### src/rtl/spi_slave_bus_sequencer.sv
// rtl/spi_slave_bus_sequencer.sv - SPI-side transfer sequencer driving a single-outstanding word bus
module spi_slave_bus_sequencer #(
    parameter int PREFETCH_DEPTH = 2
) (
    input  logic        sclk,
    input  logic        sys_rstn,
    input  logic [31:0] ctrl_addr,
    input  logic        ctrl_addr_valid,
    input  logic        ctrl_rd_wr,
    input  logic [31:0] ctrl_data_rx,
    input  logic        ctrl_data_rx_valid,
    output logic        ctrl_data_rx_ready,
    output logic [31:0] ctrl_data_tx,
    output logic        ctrl_data_tx_valid,
    input  logic        ctrl_data_tx_ready,
    input  logic [15:0] wrap_length,
    output logic        bus_req,
    output logic        bus_we,
    output logic [31:0] bus_addr,
    output logic [31:0] bus_wdata,
    input  logic        bus_gnt,
    input  logic        bus_rvalid,
    input  logic [31:0] bus_rdata
);

    typedef enum logic [2:0] {
        IDLE    = 3'd0,
        WR_WAIT = 3'd1,
        WR_REQ  = 3'd2,
        RD_REQ  = 3'd3,
        RD_RESP = 3'd4
    } state_t;

    state_t      state, state_d;
    state_t      pend, pend_d;
    logic        discard, discard_d;
    logic [31:0] base;
    logic [15:0] offset;
    logic [15:0] offset_inc;
    logic        offset_adv;
    logic [31:0] wdata;
    logic [31:0] mem [PREFETCH_DEPTH];
    logic [2:0]  count;
    logic [2:0]  push_idx;
    logic        push, pop;
    state_t      target;
    logic        inflight;

    assign offset_inc         = offset + 16'd1;
    assign bus_addr           = base + {14'b0, offset, 2'b00};
    assign bus_wdata          = wdata;
    assign bus_we             = (state == WR_REQ);
    assign bus_req            = (state == WR_REQ) ||
                                ((state == RD_REQ) && (count < 3'(PREFETCH_DEPTH)));
    assign ctrl_data_rx_ready = (state == WR_WAIT);
    assign ctrl_data_tx_valid = (count != 3'd0);
    assign ctrl_data_tx       = mem[0];

    assign pop      = ctrl_data_tx_valid && ctrl_data_tx_ready;
    assign push     = (state == RD_RESP) && bus_rvalid && !discard && !ctrl_addr_valid;
    assign push_idx = count - {2'b00, pop};
    assign target   = ctrl_rd_wr ? RD_REQ : WR_WAIT;
    // A read granted this cycle, or already waiting for its response, is still owed a response.
    assign inflight = ((state == RD_REQ) && bus_req && bus_gnt) ||
                      ((state == RD_RESP) && !bus_rvalid);

    always_comb begin
        state_d    = state;
        pend_d     = pend;
        discard_d  = discard;
        offset_adv = 1'b0;
        case (state)
            WR_WAIT: if (ctrl_data_rx_valid) state_d = WR_REQ;
            WR_REQ: begin
                if (bus_gnt) begin
                    offset_adv = 1'b1;
                    state_d    = WR_WAIT;
                end
            end
            RD_REQ: if (bus_req && bus_gnt) state_d = RD_RESP;
            RD_RESP: begin
                if (bus_rvalid) begin
                    if (discard) begin
                        discard_d = 1'b0;
                        state_d   = pend;
                    end else begin
                        offset_adv = 1'b1;
                        state_d    = RD_REQ;
                    end
                end
            end
            default: state_d = state;
        endcase
        if (ctrl_addr_valid) begin
            offset_adv = 1'b0;
            if (inflight) begin
                // Park in RD_RESP until the stale response drains, then start the new transfer.
                state_d   = RD_RESP;
                discard_d = 1'b1;
                pend_d    = target;
            end else begin
                state_d   = target;
                discard_d = 1'b0;
            end
        end
    end

    always_ff @(posedge sclk) begin
        if (!sys_rstn) begin
            state   <= IDLE;
            pend    <= IDLE;
            discard <= 1'b0;
            base    <= 32'd0;
            offset  <= 16'd0;
            wdata   <= 32'd0;
        end else begin
            state   <= state_d;
            pend    <= pend_d;
            discard <= discard_d;
            if (ctrl_addr_valid) begin
                base   <= ctrl_addr & ~32'h3;
                offset <= 16'd0;
            end else if (offset_adv) begin
                offset <= ((wrap_length != 16'd0) && (offset_inc == wrap_length)) ? 16'd0 : offset_inc;
            end
            if ((state == WR_WAIT) && ctrl_data_rx_valid) wdata <= ctrl_data_rx;
        end
    end

    // Shift-register prefetch buffer: head always sits in mem[0].
    always_ff @(posedge sclk) begin
        if (!sys_rstn) begin
            count <= 3'd0;
            for (int i = 0; i < PREFETCH_DEPTH; i++) mem[i] <= 32'd0;
        end else if (ctrl_addr_valid) begin
            count <= 3'd0;
        end else begin
            if (pop) begin
                for (int i = 0; i < PREFETCH_DEPTH - 1; i++) mem[i] <= mem[i + 1];
            end
            if (push) begin
                for (int i = 0; i < PREFETCH_DEPTH; i++) begin
                    if (i == int'(push_idx)) mem[i] <= bus_rdata;
                end
            end
            count <= count + {2'b00, push} - {2'b00, pop};
        end
    end

endmodule

### config.mk
export PLATFORM = sky130hd
export DESIGN_NAME = spi_slave_bus_sequencer
export DESIGN_NICKNAME = d
export VERILOG_FILES = /design/src/rtl/spi_slave_bus_sequencer.sv
export SDC_FILE = /design/constraint.sdc
export NUM_CORES = 1
export LEC_CHECK = 0
export BUFFER_PORTS_ARGS = -buffer_cell sky130_fd_sc_hd__buf_4
export CORE_MARGIN = 2
export CORE_UTILIZATION = 55
export CTS_CLUSTER_SIZE = 14
export DETAILED_ROUTE_END_ITERATION = 6
export HOLD_SLACK_MARGIN = 0.06
export PLACE_DENSITY_LB_ADDON = 0.1
export SYNTH_ARGS = -nofsm -noshare
export SYNTH_HDL_FRONTEND = slang
export SYNTH_SLANG_ARGS = --single-unit
### constraint.sdc
create_clock -name sclk -period 11.5 [get_ports sclk]
set_input_delay 1.15 -clock sclk [delete_from_list [all_inputs] [get_ports sclk]]
set_output_delay 1.15 -clock sclk [all_outputs]
set_load 0.03 [all_outputs]
Yosys cells after proc, flatten, opt, wreduce, memory -nomap -nowiden. Memories as Yosys holds them, arrays and structs flattened. Index checks and enable logic that the tools add are counted.

Bits in writable memories: 64. Input bits: 120. Flip-flop bits (word level): 88. Logic and storage cells: 91. Memories: 1. Output and inout bits: 100.

Memories: mem (depth 2, bits a word 32, rd ports 2, clocked after memory_dff 0, write ports 2, RTL line 42) `logic [31:0] mem [PREFETCH_DEPTH];`.

Multiplexer cells: 37. Reductions and logical operators: 26. Bitwise operators: 4. Magnitude comparators: 1. Eq/ne operators: 10. Add/subtract/negate cells: 5.

Operator list (count): 2-to-1 mux 32 bit (3); adder 32 x 18 -> 32 bit (1); 2-to-1 mux 1 bit (23); 2-to-1 mux 3 bit (7); adder 16 x 1 -> 16 bit (second input constant) (1); equality test 16 bit (1); 2-to-1 mux 16 bit (1); nonzero test 16 bit (1); case mux 3 bit (4 select lines) (1); logical AND 1 bit (11); equality test 3 x 2 -> 1 bit (second input constant) (2); inequality test 3 x 2 -> 1 bit (second input constant) (2); inequality test 3 bit (second input constant) (2); subtractor 3 x 1 -> 3 bit (2); AND reduction 5 bit (1); nonzero test 5 bit (1); AND reduction 2 bit (2); nonzero test 2 bit (2); adder 3 x 1 -> 3 bit (1); equality test 2 x 3 -> 1 bit (first input constant) (1); equality test 3 x 1 -> 1 bit (second input constant) (1); equality test 3 bit (second input constant) (1); logical NOT 1 bit (3); logical NOT 3 bit (1); 8 further kinds (11).

Depth between registers and ports, before layout. Gate-level depths: netlist (run 1).

Depth in word-level cells: 10. Mapped depth: 10. Gate-level depth less buffers: 9.

Worst setup path after synthesis (run 1). Ideal clock, no wire load.

Path kind: input to register. Start: input port ctrl_data_tx_ready. End: memory mem[1][0], in the netlist mem[0][32] (enable). Stages: 6. Buffers on the path: 0. Data required time: 11.034 ns. Arrival: 4.370 ns. Path slack: 6.664 ns. Setup time: 0.466 ns. Path through: nand2_1 > nor2_1 > ha_1 > xnor2_1 > nand4_1 > o21ai_0.

RTL lines: start: declaration (RTL line 15) `input logic ctrl_data_tx_ready,`; end: declaration (RTL line 42).

Worst setup path after layout (run 1).
Start: register offset[2]. End: output port bus_addr[22].

Longest elaborated chain between the ends: 1.

RTL lines: start: declaration (RTL line 38) `logic [15:0] offset;`; start signal: assignment (RTL line 124) `offset <= ((wrap_length != 16'd0) && (offset_inc == wrap_length)) ? 16'd0 : offset_inc;`; adder 32 x 18 -> 32 bit (RTL line 50) `assign bus_addr = base + {14'b0, offset, 2'b00};`; end: declaration (RTL line 19) `output logic [31:0] bus_addr,`.

Every way passes these cells.

==> results.cfg, run 1 <==
[setup_path]
critical_path.endpoint_type = output port
rr_worst_depth = 9
reg2reg_slack_ns = 7.97
cp_slowest_cell = a222oi_1
r2r_end = mem[0][12]$_SDFFCE_PN0P_
crit_path_max_incr_delay_ns = 0.85
critPathLaunch = offset[2]$_SDFFE_PP0P_
arrival_ns = 3.71
crit-reg2reg-launch = count[2]$_SDFF_PP0_
crit_buf_inv = 1
path_delay_family = compound AO/OA/AOI/OAI gates
required_ns = 10.35
crit_fanout = 9
critPathKind = reg -> out
path_cells = ha_1 -> nor2b_1 -> o31ai_1 -> a22oi_1 -> a222oi_1 -> a21oi_1 -> o2bb2ai_1 -> buf_4
worst_setup_path_start_kind = flip-flop

[cts]
clk-insertion-delay-late_ns = 0.42
cts_made_buffers = 17
cts_tree = done
ctsResizeCount = 0
clkTransAtPathRegs_ns = 0.06
cts_setup_buffers = 0
cts.sinks = 151
htreeDepth = 4
cts_hold_buffers = 0
root_buffer = clkbuf_16
clock_path_buffers = 2

[route]
vias_per_cell = 5.33
avgRoutedWirePerCell_um = 15.4
wirelength_mm = 18.2
dr.pass1.iters = 4
drt_iter0_markers = 484
final_antenna_net_count = 0
num_vias = 6311
drc = 0

[synth]
synth.area.top_cells = edfxtp_1, dfxtp_1, mux2i_1, nor2b_1, nand2_1
netlist_instances = 830
async_flop_share_pct = 0
yosys_warnings = 0
ys.flop_type = dfxtp_1
yosysTopAreaCell = edfxtp_1
synth-seq-cells = 151
netlist.area_leader.share_pct = 23.6
seq_area_frac_synth_pct = 44.9
synth-edff-count = 64
synth_area_mm2 = 0.00816
synthDistinctLibCells = 67
synth.avg_cell_area_um2 = 9.83

[timing]
post-route-period-util_pct = 42.3
skew_ns = 0.0102
maxSlewViolCount = 0
period_needed_ns = 4.86
fmax_ghz = 0.206
final_hold_viol_count = 0
tns_ns = 0
hold_ws_ns = 0.464
setup_viol = 0
rsz0062_at_grt = no
worst_pin_slew_ns = 1.16
relSlewSlack_pct = 22.4

[power]
power_density_mw_per_mm2 = 131
leakage_nw = 4.12
vdd_drop_max_mv = 0.0971

[placement]
gp_congestion = 0.856
dp_hpwl_mm = 12.9
numPortBuffers = 215

[outcome]
status = complete, no violations

[cells_and_area]
drive_gt1_share_pct = 25.8
syn2layout_area_growth_pct = 24.5
antenna_cells = 0
nNetsFinal = 1129

[hold_path]
hold_depth = 2
hold_path_end = bus_wdata[3]$_SDFFE_PN0P_
hp-class = reg -> reg
hp-start = bus_wdata[3]$_SDFFE_PN0P_

[die]
core_mm2 = 0.0145
rows = 44
die-width_um = 126
start_util_pct = 56.1
pin_count = 220
die_h_um = 126
dieArea_mm2 = 0.0158

[grt]
grt_pass1_vias = 6042
grt_use_total_pct = 23.2
grt_max_degree = 74
grt_overflow = 0
grt_pass1_wl_mm = 29.8
antenna_found_initial = 0

[job]
drv_cap = 0
[per-layer routing]
layer | part of all wire, % | global-route usage, % | vias up
met1 | 45 | 30.5 | 2930
met5 | 0 | 0 | -
met4 | 1.8 | 8.27 | 0
li1 | - | - | 3179
met3 | 4.9 | 4.25 | 28
met2 | 49 | 38.7 | 174
[report_power, final]
part	total (mW)	switching [mW]	internal, mW
Clock	0.580	0.218	0.362
Sequential	0.590	0.0118	0.578
Combinational	0.162	0.0889	0.0731
[per-stage QoR]
step / setup WS (ns) / cells / utilization, % / area, um2 / power (mW)
after floorplan: 6.66 / 831 / - / 8160 / 0.696
after global placement: 7.10 / 1152 / 65.7 / 9550 / 0.761
after detailed placement: 7.12 / 1152 / 65.7 / 9550 / 0.764
after CTS: 6.67 / 1184 / 69.9 / 10200 / 1.34
after global routing: 6.40 / 1184 / 69.9 / 10200 / 1.38
final: 6.64 / 1184 / 69.9 / 10200 / 1.33
[state kept, by name, summed over array words and instances (netlist names)]
register	count
pend	2
state	3
discard	1
offset	16
base	30
count	3
mem	64
bus_wdata	32
[layout make-up]
type,instances,area (um2)
Fill cell,1186,4380
Multi-Input combinational cell,578,3940
Sequential cell,151,3660
Timing Repair Buffer,217,1630
Clock buffer,19,433
Tap cell,184,230
Clock inverter,13,178
Inverter,22,82.6
[Yosys cell counts (7+ instances only)]
| cell type | n |
|---|---|
| nor2_1 | 60 |
| nor3_1 | 23 |
| mux2i_1 | 62 |
| inv_1 | 22 |
| clkbuf_1 | 26 |
| edfxtp_1 | 64 |
| nand2_1 | 88 |
| xnor2_1 | 36 |
| ha_1 | 20 |
| buf_4 | 37 |
| dfxtp_1 | 87 |
| nor3b_1 | 7 |
| a21boi_0 | 38 |
| buf_2 | 7 |
| o21ai_0 | 12 |
| xor2_1 | 26 |
| a211oi_1 | 8 |
| nand3_1 | 13 |
| nand4_1 | 10 |
| nor2b_1 | 67 |
| a21oi_1 | 14 |
[worst max path at each step]
stage | endpoint | cells past startpoint
final | bus_addr[22] | 8
after global routing | bus_addr[29] | 8
after CTS | bus_addr[28] | 8
after detailed placement | bus_addr[28] | 8
after global placement | bus_addr[18] | 8
after floorplan | mem[0][32]$_SDFFCE_PN0P_ | 6
[cell families (layout without fill, tap and decap cells)]
family / Yosys count / in the layout / synth area share, %
other cells: 1 / 2 / 0.0460
xor+xnor: 62 / 62 / 6.66
fa+ha+maj: 22 / 22 / 3.56
buf+inv: 102 / 271 / 6.98
compound gates: 120 / 120 / 10.8
mux: 62 / 62 / 7.61
flops: 151 / 151 / 44.9
simple gates: 310 / 310 / 19.4
[placed cells by master, fill, tap and decap left out, drive strengths merged, types with 9 or more instances in the layout]
cell type	synthesis	layout
nor2	60	60
buf	53	217
clkbuf	27	19
a21boi	38	38
nand3	15	15
a211oi	9	9
o21ai	13	13
xnor2	36	36
nor3	25	25
nor2b	67	67
inv	22	24
mux2i	62	62
nand4	10	10
edfxtp	64	64
nand2	89	89
a21oi	14	14
ha	20	20
dfxtp	87	87
xor2	26	26
[tightest hold or removal path, stage by stage, from the launching register on]
cell and delay, ns:
dfxtp_1 0.31, nand2_1 0.05, a21boi_0 0.06
Power figures use the tool's default switching activity.
==> run 2: changes to the inputs <==
--- a/config.mk
+++ b/config.mk
@@ -5,9 +5,10 @@
 export SDC_FILE = /design/constraint.sdc
 export NUM_CORES = 1
 export LEC_CHECK = 0
+export ABC_AREA = 1
 export BUFFER_PORTS_ARGS = -buffer_cell sky130_fd_sc_hd__buf_4
 export CORE_MARGIN = 2
-export CORE_UTILIZATION = 55
+export CORE_UTILIZATION = 48
 export CTS_CLUSTER_SIZE = 14
 export DETAILED_ROUTE_END_ITERATION = 6
 export HOLD_SLACK_MARGIN = 0.06
==> constraint.sdc (replaced) <==
create_clock -name sclk -period 3.9 [get_ports sclk]
set_input_delay 0.39 -clock sclk [delete_from_list [all_inputs] [get_ports sclk]]
set_output_delay 0.39 -clock sclk [all_outputs]
set_load 0.03 [all_outputs]
==> run 2 against run 1 <==
First-iteration DRC count fell by 44%. Power increased to 2.9 times the previous value. Global-route usage decreased by 0.60 points. Final area grew 0.92%. Utilization is 8.1 points lower. Non-clock buffer count grew 6. Via count up 12%. Critical endpoint is now bus_addr[30]. Final cell count up 21%. Die area rose by 14%. Clock power rose to 2.8 times the previous value. Highest routed layer unchanged. Critical path type unchanged. Synthesized cell count is 24% higher. Area after synthesis fell by 0.52%.
==> results.cfg, run 2 <==
[synth]
synth.area.top_cells = edfxtp_1, dfxtp_1, nor2_1, o21ai_0, nand2_1
synth_area_mm2 = 0.00812
yosys_warnings = 0
netlist_instances = 1030
netlist.area_leader.share_pct = 23.7
synth.avg_cell_area_um2 = 7.88
synthDistinctLibCells = 45
async_flop_share_pct = 0
yosysTopAreaCell = edfxtp_1
synth-edff-count = 64
yosysMostFrequentCell = nor2_1
synth-seq-cells = 151
seq_area_frac_synth_pct = 45.1
yosys-top-cells-count = nor2_1, nand2_1, o21ai_0
ys.flop_type = dfxtp_1

[setup_path]
arrival_ns = 3.17
r2r_end = mem[0][7]$_SDFFCE_PN0P_
reg2reg_slack_ns = 1.22
crit_buf_inv = 2
critical_path.endpoint_type = output port
path_cells = ha_1 -> inv_1 -> fa_1 -> o21ai_1 -> a21oi_1 -> o21ai_2 -> nand2_1 -> nand2_1 -> nand2_1 -> nor2_1 -> nand2_1 -> nor2_1 -> nor2_1 -> buf_4
path_delay_family = simple AND/OR/NAND/NOR gates
crit-reg2reg-launch = count[1]$_SDFF_PP0_
critPathKind = reg -> out
rr_worst_depth = 12
crit_path_max_incr_delay_ns = 0.51
cp_slowest_cell = dfxtp_1
worst_setup_path_start_kind = flip-flop
required_ns = 3.51
crit_fanout = 7
critPathMostFrequentCell = nand2_1

[die]
rows = 47
die-width_um = 134
core_mm2 = 0.0166
pin_count = 220
dieArea_mm2 = 0.0180
start_util_pct = 48.9
die_h_um = 134

[grt]
grt_use_total_pct = 22.6
antenna_found_initial = 0
grt_pass1_wl_mm = 32.8
grt_max_degree = 69
grt_overflow = 0
grt_pass1_vias = 6973

[cts]
clock_path_buffers = 2
clk-insertion-delay-late_ns = 0.43
cts_setup_buffers = 0
cts_hold_buffers = 0
root_buffer = clkbuf_16
htreeDepth = 4
cts_tree = done
ctsResizeCount = 0
clkTransAtPathRegs_ns = 0.07
cts.sinks = 151
cts_made_buffers = 17

[placement]
dp_hpwl_mm = 14.3
numPortBuffers = 215
placed_area_mm2 = 0.00967
gp_congestion = 0.840

[power]
power_density_mw_per_mm2 = 382
power.total_mw = 3.91
vdd_drop_max_mv = 0.311
leakage_nw = 4.65

[cells_and_area]
final_area_mm2 = 0.0103
drive_gt1_share_pct = 24.6
largest_register_ffs = 64
nNetsFinal = 1344
syn2layout_area_growth_pct = 26.3
regMostFlops = mem
final_cell_mix = buf_4, nor2_1, nand2_1
antenna_cells = 0
final_common_cell = buf_4

[timing]
rsz0062_at_grt = no
period_needed_ns = 3.56
tns_ns = 0
fmax_ghz = 0.281
skew_ns = 0.0120
maxSlewViolCount = 0
setup_viol = 0
relSlewSlack_pct = 36.9
hold_ws_ns = 0.178
final_hold_viol_count = 0
worst_pin_slew_ns = 0.946
post-route-period-util_pct = 91.3

[route]
routedLengthMet1_mm = 8.93
avgRoutedWirePerCell_um = 13.8
drt_iter0_markers = 271
topRoutingLayerUsed = met4
num_vias = 7087
drc = 0
final_antenna_net_count = 0
met2_length_mm = 9.07
dr.pass1.iters = 4
vias_per_cell = 4.94
wirelength_mm = 19.8
routed-wl-met3_mm = 1.49

[hold_path]
hp-start = ctrl_addr[21]
hold_path_end = base[21]$_SDFFE_PN0P_
hp-class = in -> reg
hold_depth = 3

[job]
drv_cap = 0

[outcome]
status = complete, no violations
-- run 2: cell type report --
type / count / area, um2
Clock buffer: 17 / 425
Timing Repair Buffer: 223 / 1670
Sequential cell: 151 / 3660
Fill cell: 1545 / 6330
Inverter: 108 / 405
Multi-Input combinational cell: 701 / 3650
Clock inverter: 15 / 155
Tap cell: 220 / 275
-- run 2: worst max-delay path by stage --
stage	startpoint	endpoint	slack [ns]	cells after the start
6_report	offset[0]$_SDFFE_PP0P_	bus_addr[30]	0.34	14
5_1_grt	offset[0]$_SDFFE_PP0P_	bus_addr[30]	0.11	14
4_1_cts	offset[0]$_SDFFE_PP0P_	bus_addr[30]	0.32	14
3_5_place_dp	offset[0]$_SDFFE_PP0P_	bus_addr[30]	0.78	14
3_3_place_gp	offset[0]$_SDFFE_PP0P_	bus_addr[30]	0.84	14
2_1_floorplan	count[1]$_SDFF_PP0_	mem[0][0]$_SDFFCE_PN0P_	0.32	9
-- run 2: power breakdown --
group	leakage, nW	total (mW)	switching, mW	internal [mW]
combinational	3.00	0.534	0.321	0.213
clock	0.274	1.63	0.723	0.904
sequential	1.37	1.75	0.0369	1.71
-- run 2: metrics by stage --
stage,utilization (%),std cells,worst slack (ns)
floorplan,-,1031,0.321
global placement,58.3,1403,0.843
detailed placement,58.3,1403,0.782
CTS,61.8,1435,0.315
global route,61.8,1435,0.108
finish,61.8,1435,0.339
-- run 2: cell families after synthesis --
family | Yosys count | synth area share (%)
xor+xnor | 34 | 4.01
fa+ha+maj | 22 | 3.58
other cells | 1 | 0.0462
buf+inv | 179 | 10.1
compound gates | 215 | 14.2
flops | 151 | 45.1
simple gates | 428 | 22.9
-- run 2: metal layers --
metal  global-route usage (%)  vias to the layer above
met5                        0                        -
met4                     6.96                        0
met3                     7.14                       23
met2                     36.8                      182
met1                     28.9                     3193
li1                         -                     3689
-- run 2: worst reg2reg max path, cell delays in order, from the launching register on --
cell	delay (ns)
dfxtp_1	0.34
inv_1	0.11
nand3_1	0.10
nand2_1	0.12
nor2_1	0.07
ha_1	0.28
nand2_1	0.04
a21oi_1	0.16
o211ai_2	0.19
nand2_1	0.53
buf_4	0.30
o21ai_0	0.13
a21oi_1	0.18
